$ cat src/rtl/sfifo_pkg.sv
// Shared constants and helpers for the synchronous FIFO.
// Read mode of sfifo_param is selected by the SFIFO_FWFT_EN macro.
package sfifo_pkg;

  localparam int DEF_WIDTH = 3;
  localparam int DEF_DEPTH = 8;

  // Ceiling log2 of n; returns 0 for n <= 1.
  function automatic int clog2(input int n);
    int r;
    r = 0;
    for (int v = n - 1; v > 0; v = v >> 1) begin
      r = r + 1;
    end
    return r;
  endfunction

endpackage

$ cat src/rtl/sfifo_mem.sv
// WIDTH x DEPTH storage for sfifo_param: one synchronous write port and
// one asynchronous read port. Contents are deliberately never reset.
module sfifo_mem
  import sfifo_pkg::*;
#(
  parameter int WIDTH = DEF_WIDTH,
  parameter int DEPTH = DEF_DEPTH
) (
  input  logic                      clk,
  input  logic                      we,
  input  logic [clog2(DEPTH)-1:0]   waddr,
  input  logic [WIDTH-1:0]          wdata,
  input  logic [clog2(DEPTH)-1:0]   raddr,
  output logic [WIDTH-1:0]          rdata
);

  logic [WIDTH-1:0] mem_q [DEPTH];

  always_ff @(posedge clk) begin
    if (we) begin
      mem_q[waddr] <= wdata;
    end
  end

  assign rdata = mem_q[raddr];

endmodule

$ cat src/rtl/sfifo_param.sv
// Parameterised synchronous FIFO with wrap-bit pointers, threshold flags and
// overflow/underflow pulses. Define SFIFO_FWFT_EN for first-word-fall-through.
module sfifo_param
  import sfifo_pkg::*;
#(
  parameter int WIDTH     = DEF_WIDTH,
  parameter int DEPTH     = DEF_DEPTH,
  parameter int AF_THRESH = DEPTH - 1,
  parameter int AE_THRESH = 1
) (
  input  logic                    clk,
  input  logic                    rst,
  input  logic                    wen,
  input  logic                    ren,
  input  logic [WIDTH-1:0]        datain,
  output logic [WIDTH-1:0]        dataout,
  output logic                    full,
  output logic                    empty,
  output logic                    almost_full,
  output logic                    almost_empty,
  output logic [clog2(DEPTH):0]   count,
  output logic                    overflow,
  output logic                    underflow
);

  localparam int AW = clog2(DEPTH);
  localparam int PW = AW + 1;
  localparam logic [PW-1:0] AF_LVL = PW'(AF_THRESH);
  localparam logic [PW-1:0] AE_LVL = PW'(AE_THRESH);

  logic [PW-1:0]    wr_ptr_q, wr_ptr_d;
  logic [PW-1:0]    rd_ptr_q, rd_ptr_d;
  logic             ovf_q, ovf_d;
  logic             unf_q, unf_d;
  logic             wr_acc, rd_acc;
  logic [WIDTH-1:0] rd_data;

  // Status is decoded only from registered pointers, never from wen/ren.
  assign empty        = (wr_ptr_q == rd_ptr_q);
  assign full         = (wr_ptr_q[AW-1:0] == rd_ptr_q[AW-1:0]) &&
                        (wr_ptr_q[AW] != rd_ptr_q[AW]);
  assign count        = wr_ptr_q - rd_ptr_q;
  assign almost_full  = (count >= AF_LVL);
  assign almost_empty = (count <= AE_LVL);
  assign overflow     = ovf_q;
  assign underflow    = unf_q;

  always_comb begin
    wr_acc   = wen && !full;
    rd_acc   = ren && !empty;
    wr_ptr_d = wr_ptr_q;
    rd_ptr_d = rd_ptr_q;
    if (wr_acc) begin
      wr_ptr_d = wr_ptr_q + 1'b1;
    end
    if (rd_acc) begin
      rd_ptr_d = rd_ptr_q + 1'b1;
    end
    ovf_d = wen && full;
    unf_d = ren && empty;
  end

  always_ff @(posedge clk or posedge rst) begin
    if (rst) begin
      wr_ptr_q <= '0;
      rd_ptr_q <= '0;
      ovf_q    <= 1'b0;
      unf_q    <= 1'b0;
    end else begin
      wr_ptr_q <= wr_ptr_d;
      rd_ptr_q <= rd_ptr_d;
      ovf_q    <= ovf_d;
      unf_q    <= unf_d;
    end
  end

  sfifo_mem #(
    .WIDTH (WIDTH),
    .DEPTH (DEPTH)
  ) u_mem (
    .clk   (clk),
    .we    (wr_acc),
    .waddr (wr_ptr_q[AW-1:0]),
    .wdata (datain),
    .raddr (rd_ptr_q[AW-1:0]),
    .rdata (rd_data)
  );

`ifdef SFIFO_FWFT_EN
  // Head entry shown directly; forced to zero while empty so it stays stable.
  assign dataout = empty ? '0 : rd_data;
`else
  logic [WIDTH-1:0] dout_q, dout_d;

  always_comb begin
    dout_d = rd_acc ? rd_data : dout_q;
  end

  always_ff @(posedge clk or posedge rst) begin
    if (rst) begin
      dout_q <= '0;
    end else begin
      dout_q <= dout_d;
    end
  end

  assign dataout = dout_q;
`endif

endmodule

$ cat config.mk
export PLATFORM = sky130hd
export DESIGN_NAME = sfifo_param
export DESIGN_NICKNAME = d
export VERILOG_FILES = /design/src/rtl/sfifo_pkg.sv /design/src/rtl/sfifo_mem.sv /design/src/rtl/sfifo_param.sv
export SDC_FILE = /design/constraint.sdc
export NUM_CORES = 1
export LEC_CHECK = 0
export CORE_MARGIN = 3
export CORE_UTILIZATION = 49
export DETAILED_ROUTE_END_ITERATION = 12
export PLACE_DENSITY = 0.74
export SLEW_MARGIN = 40
export SYNTH_ARGS = -nofsm -noshare
export SYNTH_HDL_FRONTEND = slang
export SYNTH_SLANG_ARGS = --single-unit
$ cat constraint.sdc
create_clock -name clk -period 2 [get_ports clk]
set_input_delay 0.5 -clock clk [delete_from_list [all_inputs] [get_ports clk]]
set_output_delay 0.5 -clock clk [all_outputs]
set_load 0.01 [all_outputs]
### After elaboration in Yosys (flattened, before gate mapping)

Memory sizes are Yosys's and may differ from the RTL's. A register that Yosys moved wholly into a read port is not among the register bits.
Cells that the tools add are included.

| cells by class | value |
|---|---|
| add/subtract/negate cells | 3 |
| order comparisons | 2 |
| eq/ne operators | 3 |
| mux-type cells | 2 |
| reductions and logical operators | 7 |

Operators by type and width:

| cell | number |
|---|---|
| adder 4 x 1 -> 4 bit (second input constant) | 2 |
| logical AND 1 bit | 5 |
| equality test 4 bit | 1 |
| greater-or-equal comparator 4 x 3 -> 1 bit (second input constant) | 1 |
| less-or-equal comparator 4 x 1 -> 1 bit (second input constant) | 1 |
| subtractor 4 bit | 1 |
| equality test 3 bit | 1 |
| logical NOT 1 bit | 2 |
| two-way mux 1 bit | 2 |
| != test 1 bit | 1 |

| storage, ports and cells | value |
|---|---|
| register bits after elaboration | 10 |
| memory bits (writable) | 24 |
| input port bits | 7 |
| output and inout bits | 13 |
| word-level logic and storage cells | 22 |
| memories kept | 1 |

Memory list:

| name | words | bits a word | read ports | clocked after Yosys merged registers in | wr ports | line | RTL |
|---|---|---|---|---|---|---|---|
| u_mem.mem_q | 8 | 3 | 1 | 1 | 1 | sfifo_mem.sv:17 | `logic [WIDTH-1:0] mem_q [DEPTH];` |

### Depth between registers and ports, before layout

Gate-level depths: netlist (run 1).

| logic depth | value |
|---|---|
| depth after elaboration | 6 |
| gate-level depth with buffers | 7 |
| mapped depth without buffers | 6 |

### By module

From an unflattened synthesis (run 1), not the netlist that was laid out.

| unflattened totals | value |
|---|---|
| cells, all modules | 109 |
| area, all modules | 1721.7 um^2 |

By module, submodules not included:

| module | instances | cells each | area an instance (um^2) | seq. area each (um^2) |
|---|---|---|---|---|
| sfifo_mem | 1 | 47 | 982.2 | 720.7 |
| sfifo_param | 1 | 62 | 739.5 | 325.3 |

### Worst setup path after synthesis (run 1)

OpenSTA, ideal clock, no wires.

| timing path | value |
|---|---|
| path type | register to output |
| from | reg rd_ptr_q[1] |
| to | out almost_empty |
| data arrival time | 1.675 ns |
| required time | 1.500 ns |
| slack | -0.175 ns |
| cell stages (with the launch flop) | 8 |
| buffers on the path | 1 |
| path through | dfrtp_1 > clkbuf_1 > inv_1 > ha_1 > nor2b_1 > o21ai_0 > and3_1 > o211a_1 |

| between the ends | value |
|---|---|
| word-level cells in the longest chain between the ends | 2 |

RTL lines:

| what | line | RTL |
|---|---|---|
| start: declaration | sfifo_param.sv:32 | `logic [PW-1:0] rd_ptr_q, rd_ptr_d;` |
| start signal: assignment | sfifo_param.sv:71 | `rd_ptr_q <= rd_ptr_d;` |
| subtractor 4 bit | sfifo_param.sv:42 | `assign count = wr_ptr_q - rd_ptr_q;` |
| less-or-equal comparator 4 x 1 -> 1 bit | sfifo_param.sv:44 | `assign almost_empty = (count <= AE_LVL);` |
| end: declaration | sfifo_param.sv:20 | `output logic almost_empty,` |

No other way between the ends.

### Worst setup path after layout (run 1)

| timing path | value |
|---|---|
| from | reg rd_ptr_q[0] |
| to | out almost_full |

| between the ends | value |
|---|---|
| word-level cells in the longest chain between the ends | 2 |

RTL lines:

| what | line | RTL |
|---|---|---|
| subtractor 4 bit | sfifo_param.sv:42 |  |
| greater-or-equal comparator 4 x 3 -> 1 bit | sfifo_param.sv:43 | `assign almost_full = (count >= AF_LVL);` |
| end: declaration | sfifo_param.sv:19 | `output logic almost_full,` |

No other way between the ends.

==> results by group, run 1 <==
Routing
  – Vias: 1112
  – Met2 routed wirelength: 1802 um
  – Drt first-iter violations: 47
  – DR vias/cell: 5.196
  – Residual DRC count: 0
  – Met3 Routed Length: 143 um
  – DR pass1 iterations: 4
  – Routed WL: 3609 um
  – DR WL/cell: 16.86 um
  – Antenna-violating nets left: 0
  – Top Layer Used: met4
  – Met1 wire length: 1588 um

Clock network
  – Hold_buf cts: 0
  – Clk pin slew, worst setup/hold paths: 120 ps
  – Clock Latency Late Sink: 350 ps
  – H-tree levels: 2
  – CTS tree: built
  – Num CTS Buffers: 5
  – Clock sink count: 37
  – Clock Tree Root: clkbuf_4
  – CTS Buffer Depth: 2

Power and ir drop
  – Pwr dens: 1917 nW/um^2
  – Max VDD drop: 1056 uV
  – Pleak: 0.9450 nW

Cells and area
  – Final instance area: 2251 um^2
  – Seq. cell area: 1046 um^2
  – Multi-input logic area: 695.7 um^2
  – Layout area overhead: 34.35%
  – ANT cells: 0
  – FILL cells: 219
  – Layout cells sized above 1: 40.00%
  – Fin nets: 182
  – Final core occ: 71.39%

Synth
  – Mapped Cells: 121
  – EDFF count, synth: 24
  – Sequential area share after synthesis: 62.43%
  – Area leader, netlist: edfxtp_1
  – Library cells used by synthesis: 28
  – Avg Inst Size Synth: 13.85 um^2
  – Synth Flop Type: edfxtp_1
  – Most frequent cell after synthesis: edfxtp_1
  – Synth Register Bits: 37
  – Ys async rst share: 35.14%
  – Post-synthesis cell area: 1675 um^2
  – Yosys warnings: 0
  – Syn nets: 134
  – Post-synth top area share: 43.02%
  – Synth top cells by count: edfxtp_1, dfrtp_1, mux2i_1, nor2_1, inv_1
  – Top post-synthesis cells by area: edfxtp_1, dfrtp_1, mux2i_1

Global route
  – Initial antenna violation count: 0
  – Largest net degree at the start of global routing: 16
  – Global-route wire length before repair: 5768 um
  – Vias in the first global route: 1179
  – Gr usage total: 19.01%
  – GRT Residual Overflow: 0

Placed design
  – HPWL after DPL: 2398 um
  – I/O Buffers: 19
  – GP Congestion: 0.8481
  – Cell Area, Placed: 2014 um^2

Worst setup path
  – Setup crit end kind: output pin
  – R2R setup slack: 70 ps
  – FF-to-FF End: u_mem.mem_q[1][1]
  – CP Launch Type: register
  – R2R depth: 9
  – Critical path class: reg2out
  – Crit path arrival time: 1970 ps
  – Crit Path Max Fanout: 3
  – Req. time, crit path: 1500 ps
  – R2r startpoint: rd_ptr_q[1]

Floorplan
  – Die area: 4157 um^2
  – DIE WIDTH: 64.48 um
  – Initial Util: 53.13%
  – Top-level I/O count: 20
  – Die Y: 64.48 um
  – Core Region: 3153 um^2
  – # rows: 20

Flow run
  – Maxcap violations: 0

Timing
  – Fin crit share: 123.7%
  – Final Hold Violating Endpoints: 0
  – Hold WS: 468.6 ps
  – Slew HR: 65.02%
  – F_max: 404.3 MHz
  – RSZ-0062 raised after global routing: true
  – Max Transition Viols Final: 0
  – Final setup vio count: 7
  – Post-route setup slack: -473.6 ps
  – Worst-margin pin slew: 524.2 ps
  – Clock Skew: 14.71 ps
  – Fin crit period: 2474 ps

Outcome
  – Status: finished, violations left
  – Violated checks: setup timing

Min path
  – Worst min path class: in2async
## layout make-up
class	instances	share of cell area (%)
Tap cell	44	2.446
Multi-Input combinational cell	70	30.91
Clock buffer	5	1.668
Timing Repair Buffer	44	15.79
Sequential cell	37	46.47
Inverter	11	1.946
Clock inverter	3	0.7782
## power breakdown
part           internal, mW  switching, mW
registers              1.02          0.101
clock network         0.133          0.254
logic                  1.41           1.39
total                  2.57           1.75
## cell families (layout without fill, tap and decap cells)
group / count (synthesis) / count (layout) / share of synthesized area [%]
flops: 37 / 37 / 62.43
simple gates: 29 / 29 / 7.693
mux: 17 / 17 / 12.55
buf+inv: 14 / 63 / 4.332
compound gates: 10 / 10 / 3.883
xor+xnor: 8 / 8 / 4.182
fa+ha+maj: 6 / 6 / 4.929
## critical path, cell delays in order (launching register included)
cell     delay [ps]
dfrtp_1         430
ha_4            180
fa_2            380
xor2_4          180
o32ai_2         260
buf_2           190
## flip-flops by register name (all words and copies together), names as in the netlist
name         count
u_mem.mem_q     24
rd_ptr_q         4
wr_ptr_q         4
dataout          3
overflow         1
underflow        1
## worst max-delay path by stage
stage / from / end / slack (ps)
after detailed placement: rd_ptr_q[0] / almost_full / -590
after global routing: rd_ptr_q[0] / almost_full / -550
after global placement: rd_ptr_q[0] / almost_full / -440
after floorplan: wr_ptr_q[0] / almost_full / -40
after CTS: wr_ptr_q[1] / almost_full / -480
final: rd_ptr_q[0] / almost_full / -470
## metrics by stage
stage	total power, mW	std cells	worst slack (ps)	setup TNS, ps
5_1_grt	4.576	214	-552.0	-2328
3_5_place_dp	3.314	197	-594.9	-2690
4_1_cts	4.006	212	-476.2	-1915
6_report	4.314	214	-473.6	-1812
2_1_floorplan	2.334	121	-35.68	-68.40
3_3_place_gp	3.212	197	-436.6	-1876
## placed cells by master, fill, tap and decap left out, types with 2 or more instances in the layout
| cell type | n |
|---|---|
| o21ai_1 | 4 |
| mux2_2 | 2 |
| mux4_2 | 3 |
| nor3_4 | 2 |
| buf_2 | 6 |
| o21ai_2 | 2 |
| inv_1 | 8 |
| ha_4 | 2 |
| clkbuf_4 | 5 |
| buf_4 | 23 |
| nor2_2 | 6 |
| nand2_1 | 7 |
| xor2_1 | 4 |
| buf_6 | 3 |
| dfrtp_1 | 13 |
| edfxtp_1 | 24 |
| nor2_1 | 6 |
| ha_1 | 3 |
| clkdlybuf4s50_1 | 11 |
| mux2i_1 | 12 |
| inv_2 | 2 |
| xnor2_1 | 2 |
| and2_1 | 2 |
## routing by layer
| metal | vias to the layer above | global-route usage [%] |
|---|---|---|
| met3 | 9 | 5.373 |
| met2 | 27 | 30.54 |
| met4 | 0 | 8.179 |
| met1 | 551 | 24.13 |
| met5 | - | 0 |
| li1 | 525 | - |
## what timing repair did
action / CTS / global route
resized for setup: 50 / 14
setup buffers: 7 / 2
endpoints found under the setup margin: 20 / 26
pin swaps: 7 / 7
endpoints found under the hold margin: 0 / 0
Note: power is estimated with default switching activity, not from simulation.
==> run 2: changes to the inputs <==
--- a/config.mk
+++ b/config.mk
@@ -8,6 +8,7 @@
 export CORE_MARGIN = 3
 export CORE_UTILIZATION = 49
 export DETAILED_ROUTE_END_ITERATION = 12
+export MAX_ROUTING_LAYER = met4
 export PLACE_DENSITY = 0.74
 export SLEW_MARGIN = 40
 export SYNTH_ARGS = -nofsm -noshare
==> run 2 against run 1 <==
  * The run still ends with setup timing left
  * Sequential power about the same
  * Cell area unchanged
  * First-iteration DRC count increased by 2.1%
  * Via count decreased by 1.5%
  * Sequential share of layout area unchanged
  * Cell count unchanged
  * Clock skew decreased by 2.4 ps
  * Utilization unchanged
  * Setup slack improved by 2.2 ps
  * Critical endpoint unchanged
  * Largest cell class unchanged
  * Highest routed layer unchanged
==> results by group, run 2 (synthesis gave the netlist of run 1 again) <==
Placed design
  – HPWL after DPL: 2398 um (unchanged)
  – GP Congestion: 0.8615 (was 0.8481)
  – Setup WS pre-CTS: -594.9 ps (unchanged)
  – I/O Buffers: 19 (unchanged)

Global route
  – Global-route wire length before repair: 5768 um (unchanged)
  – Met3 global-route usage: 5.373% (unchanged)
  – Initial antenna violation count: 0 (unchanged)
  – Vias in the first global route: 1176 (was 1179)
  – Most Crowded Layer GR: met2 (unchanged)
  – GRT Residual Overflow: 0 (unchanged)
  – Largest net degree at the start of global routing: 16 (unchanged)
  – Gr usage total: 19.61% (was 19.01%)
  – GR Layer Usage met2: 30.54% (unchanged)
  – GR Util met1: 24.36% (was 24.13%)

Floorplan
  – Top-level I/O count: 20 (unchanged)
  – Die Y: 64.48 um (unchanged)
  – Die area: 4157 um^2 (unchanged)
  – DIE WIDTH: 64.48 um (unchanged)
  – # rows: 20 (unchanged)
  – Core Region: 3153 um^2 (unchanged)
  – Initial Util: 53.13% (unchanged)

Clock network
  – Num CTS Buffers: 5 (unchanged)
  – Clock sink count: 37 (unchanged)
  – Clock Tree Root: clkbuf_4 (unchanged)
  – CTS tree: built (unchanged)
  – Clk pin slew, worst setup/hold paths: 120 ps (about the same)
  – H-tree levels: 2 (unchanged)
  – Clock Latency Late Sink: 350 ps (about the same)
  – Hold_buf cts: 0 (unchanged)
  – CTS Buffer Depth: 2 (unchanged)

Timing
  – F_max: 404.6 MHz (was 404.3 MHz)
  – Worst-margin pin slew: 510.6 ps (was 524.2 ps)
  – Final Hold Violating Endpoints: 0 (unchanged)
  – Hold WS: 465.0 ps (was 468.6 ps)
  – Clock Skew: 12.31 ps (was 14.71 ps)
  – Post-route setup slack: -471.4 ps (was -473.6 ps)
  – Fin crit period: 2471 ps (was 2474 ps)
  – Fin crit share: 123.6% (was 123.7%)
  – Slew HR: 65.92% (was 65.02%)
  – RSZ-0062 raised after global routing: true (unchanged)
  – Setup_tns: -1756 ps (was -1812 ps)
  – Final setup vio count: 7 (unchanged)
  – Max Transition Viols Final: 0 (unchanged)

Routing
  – Vias: 1095 (was 1112)
  – Antenna-violating nets left: 0 (unchanged)
  – Routed WL: 3555 um (was 3609 um)
  – Residual DRC count: 0 (unchanged)
  – Drt first-iter violations: 48 (was 47)
  – DR vias/cell: 5.117 (was 5.196)
  – DR pass1 iterations: 4 (unchanged)
  – DR WL/cell: 16.61 um (was 16.86 um)

Power and ir drop
  – Max VDD drop: 1052 uV (was 1056 uV)
  – Pint: 2.566 mW (was 2.568 mW)
  – Switch share: 40.19% (was 40.49%)
  – Overall Power: 4.290 mW (was 4.314 mW)
  – Pwr dens: 1906 nW/um^2 (was 1917 nW/um^2)
  – Combinational Power Share: 64.8% (was 64.9%)
  – P_sw: 1.724 mW (was 1.747 mW)
  – Pleak: 0.9450 nW (unchanged)
  – Sequential share of power: 26.2% (was 26.1%)
  – Clock Power Share: 9.0% (about the same)

Worst setup path
  – Setup crit end kind: output pin (unchanged)
  – R2R depth: 9 (unchanged)
  – Buf/Inv on CP: 1 (unchanged)
  – Worst path max stage delay: 430 ps (about the same)
  – Highest-delay cell along the critical path: dfrtp_1 (unchanged)
  – Critical path class: reg2out (unchanged)
  – Crit path arrival time: 1970 ps (about the same)
  – Req. time, crit path: 1500 ps (about the same)
  – CP Launch Type: register (unchanged)
  – Crit Path Max Fanout: 3 (unchanged)
  – R2r startpoint: rd_ptr_q[1] (unchanged)
  – Delay-heaviest family, CP: adder cells (unchanged)
  – FF-to-FF End: u_mem.mem_q[1][1] (unchanged)
  – R2R setup slack: 80 ps (was 70 ps)
  – CP cell instances: ha_4 > fa_2 > xor2_4 > o32ai_2 > buf_2 (unchanged)

Cells and area
  – Fin nets: 182 (unchanged)
  – FILL cells: 219 (unchanged)
  – Max reg flops: 24 (unchanged)
  – Layout area overhead: 34.35% (unchanged)
  – Most frequent cells in the layout: edfxtp_1, buf_4, dfrtp_1, mux2i_1, clkdlybuf4s50_1 (unchanged)
  – ANT cells: 0 (unchanged)
  – Layout cells sized above 1: 40.00% (unchanged)
  – Top Registers: u_mem.mem_q x24, rd_ptr_q x4, wr_ptr_q x4 (unchanged)
  – Top reg by flops: u_mem.mem_q (unchanged)
  – Most common cell after layout, fill and taps aside: edfxtp_1 (unchanged)

Flow run
  – Maxcap violations: 0 (unchanged)

Min path
  – Worst min path class: in2async (unchanged)

Outcome
  – Status: finished, violations left (unchanged)
  – Violated checks: setup timing (unchanged)
==> run 2: cell counts in the layout (fill, tap and decap cells not counted) <==
No cell type changed its count.
==> run 2: layout make-up <==
type,count,area (um^2),share of cell area (%)
sequential,37,1046,46.47
tap,44,55.05,2.446
clock buffer,5,37.54,1.668
inverter,11,43.79,1.946
timing repair buffer,44,355.3,15.79
clock inverter,3,17.52,0.7782
multi-input combinational,70,695.7,30.91
==> run 2: worst max-delay path by stage <==
stage                start          end  slack, ps  cells past startpoint
5_1_grt        rd_ptr_q[0]  almost_full       -550                      5
3_5_place_dp   rd_ptr_q[0]  almost_full       -590                      5
6_report       rd_ptr_q[0]  almost_full       -470                      5
4_1_cts        wr_ptr_q[1]  almost_full       -480                      7
2_1_floorplan  wr_ptr_q[0]  almost_full        -40                      5
3_3_place_gp   rd_ptr_q[0]  almost_full       -440                      5
==> run 2: power by group through the flow <==
stage / Clock [mW] / Sequential (mW) / Combinational [mW]
after global routing: 0.429 / 1.15 / 3.00
after CTS: 0.398 / 1.12 / 2.48
after detailed placement: 0 / 1.14 / 2.17
final: 0.387 / 1.12 / 2.78
after floorplan: 0 / 1.18 / 1.16
after global placement: 0 / 1.13 / 2.09
==> run 2: layer usage <==
| metal | share of wire (%) | routed length, um |
|---|---|---|
| met1 | 43 | 1536 |
| met2 | 51 | 1798 |
| met3 | 4.2 | 150 |
| met4 | 2.0 | 70 |
| met5 | 0 | 0 |
==> run 2: per-stage QoR <==
step	area (um^2)	std cells	utilization, %
global placement	2014	197	63.89
detailed placement	2014	197	63.89
global route	2251	214	71.39
CTS	2177	212	69.05
finish	2251	214	71.39
floorplan	1690	121	-
==> run 2: timing repair <==
action | in CTS | in global routing
buffers inserted | 7 | 2
resized for setup | 50 | 14
pin swaps | 7 | 7
setup endpoints to repair | 20 | 26
==> run 2: worst register-to-register path, stage by stage, from the launching register on <==
cell	delay, ps
dfrtp_1	380
inv_1	60
ha_1	310
buf_4	150
nand3_4	70
buf_4	120
o211ai_1	80
buf_4	160
buf_4	140
nor3_4	160
==> run 3: changes to the inputs <==
--- a/config.mk
+++ b/config.mk
@@ -7,6 +7,7 @@
 export LEC_CHECK = 0
 export CORE_MARGIN = 3
 export CORE_UTILIZATION = 49
+export CTS_BUF_LIST = sky130_fd_sc_hd__clkbuf_4 sky130_fd_sc_hd__clkbuf_8 sky130_fd_sc_hd__clkbuf_16
 export DETAILED_ROUTE_END_ITERATION = 12
 export MAX_ROUTING_LAYER = met4
 export PLACE_DENSITY = 0.74
==> results of run 3 <==
No change in the layout: final DEF, timing and power equal those of run 2.
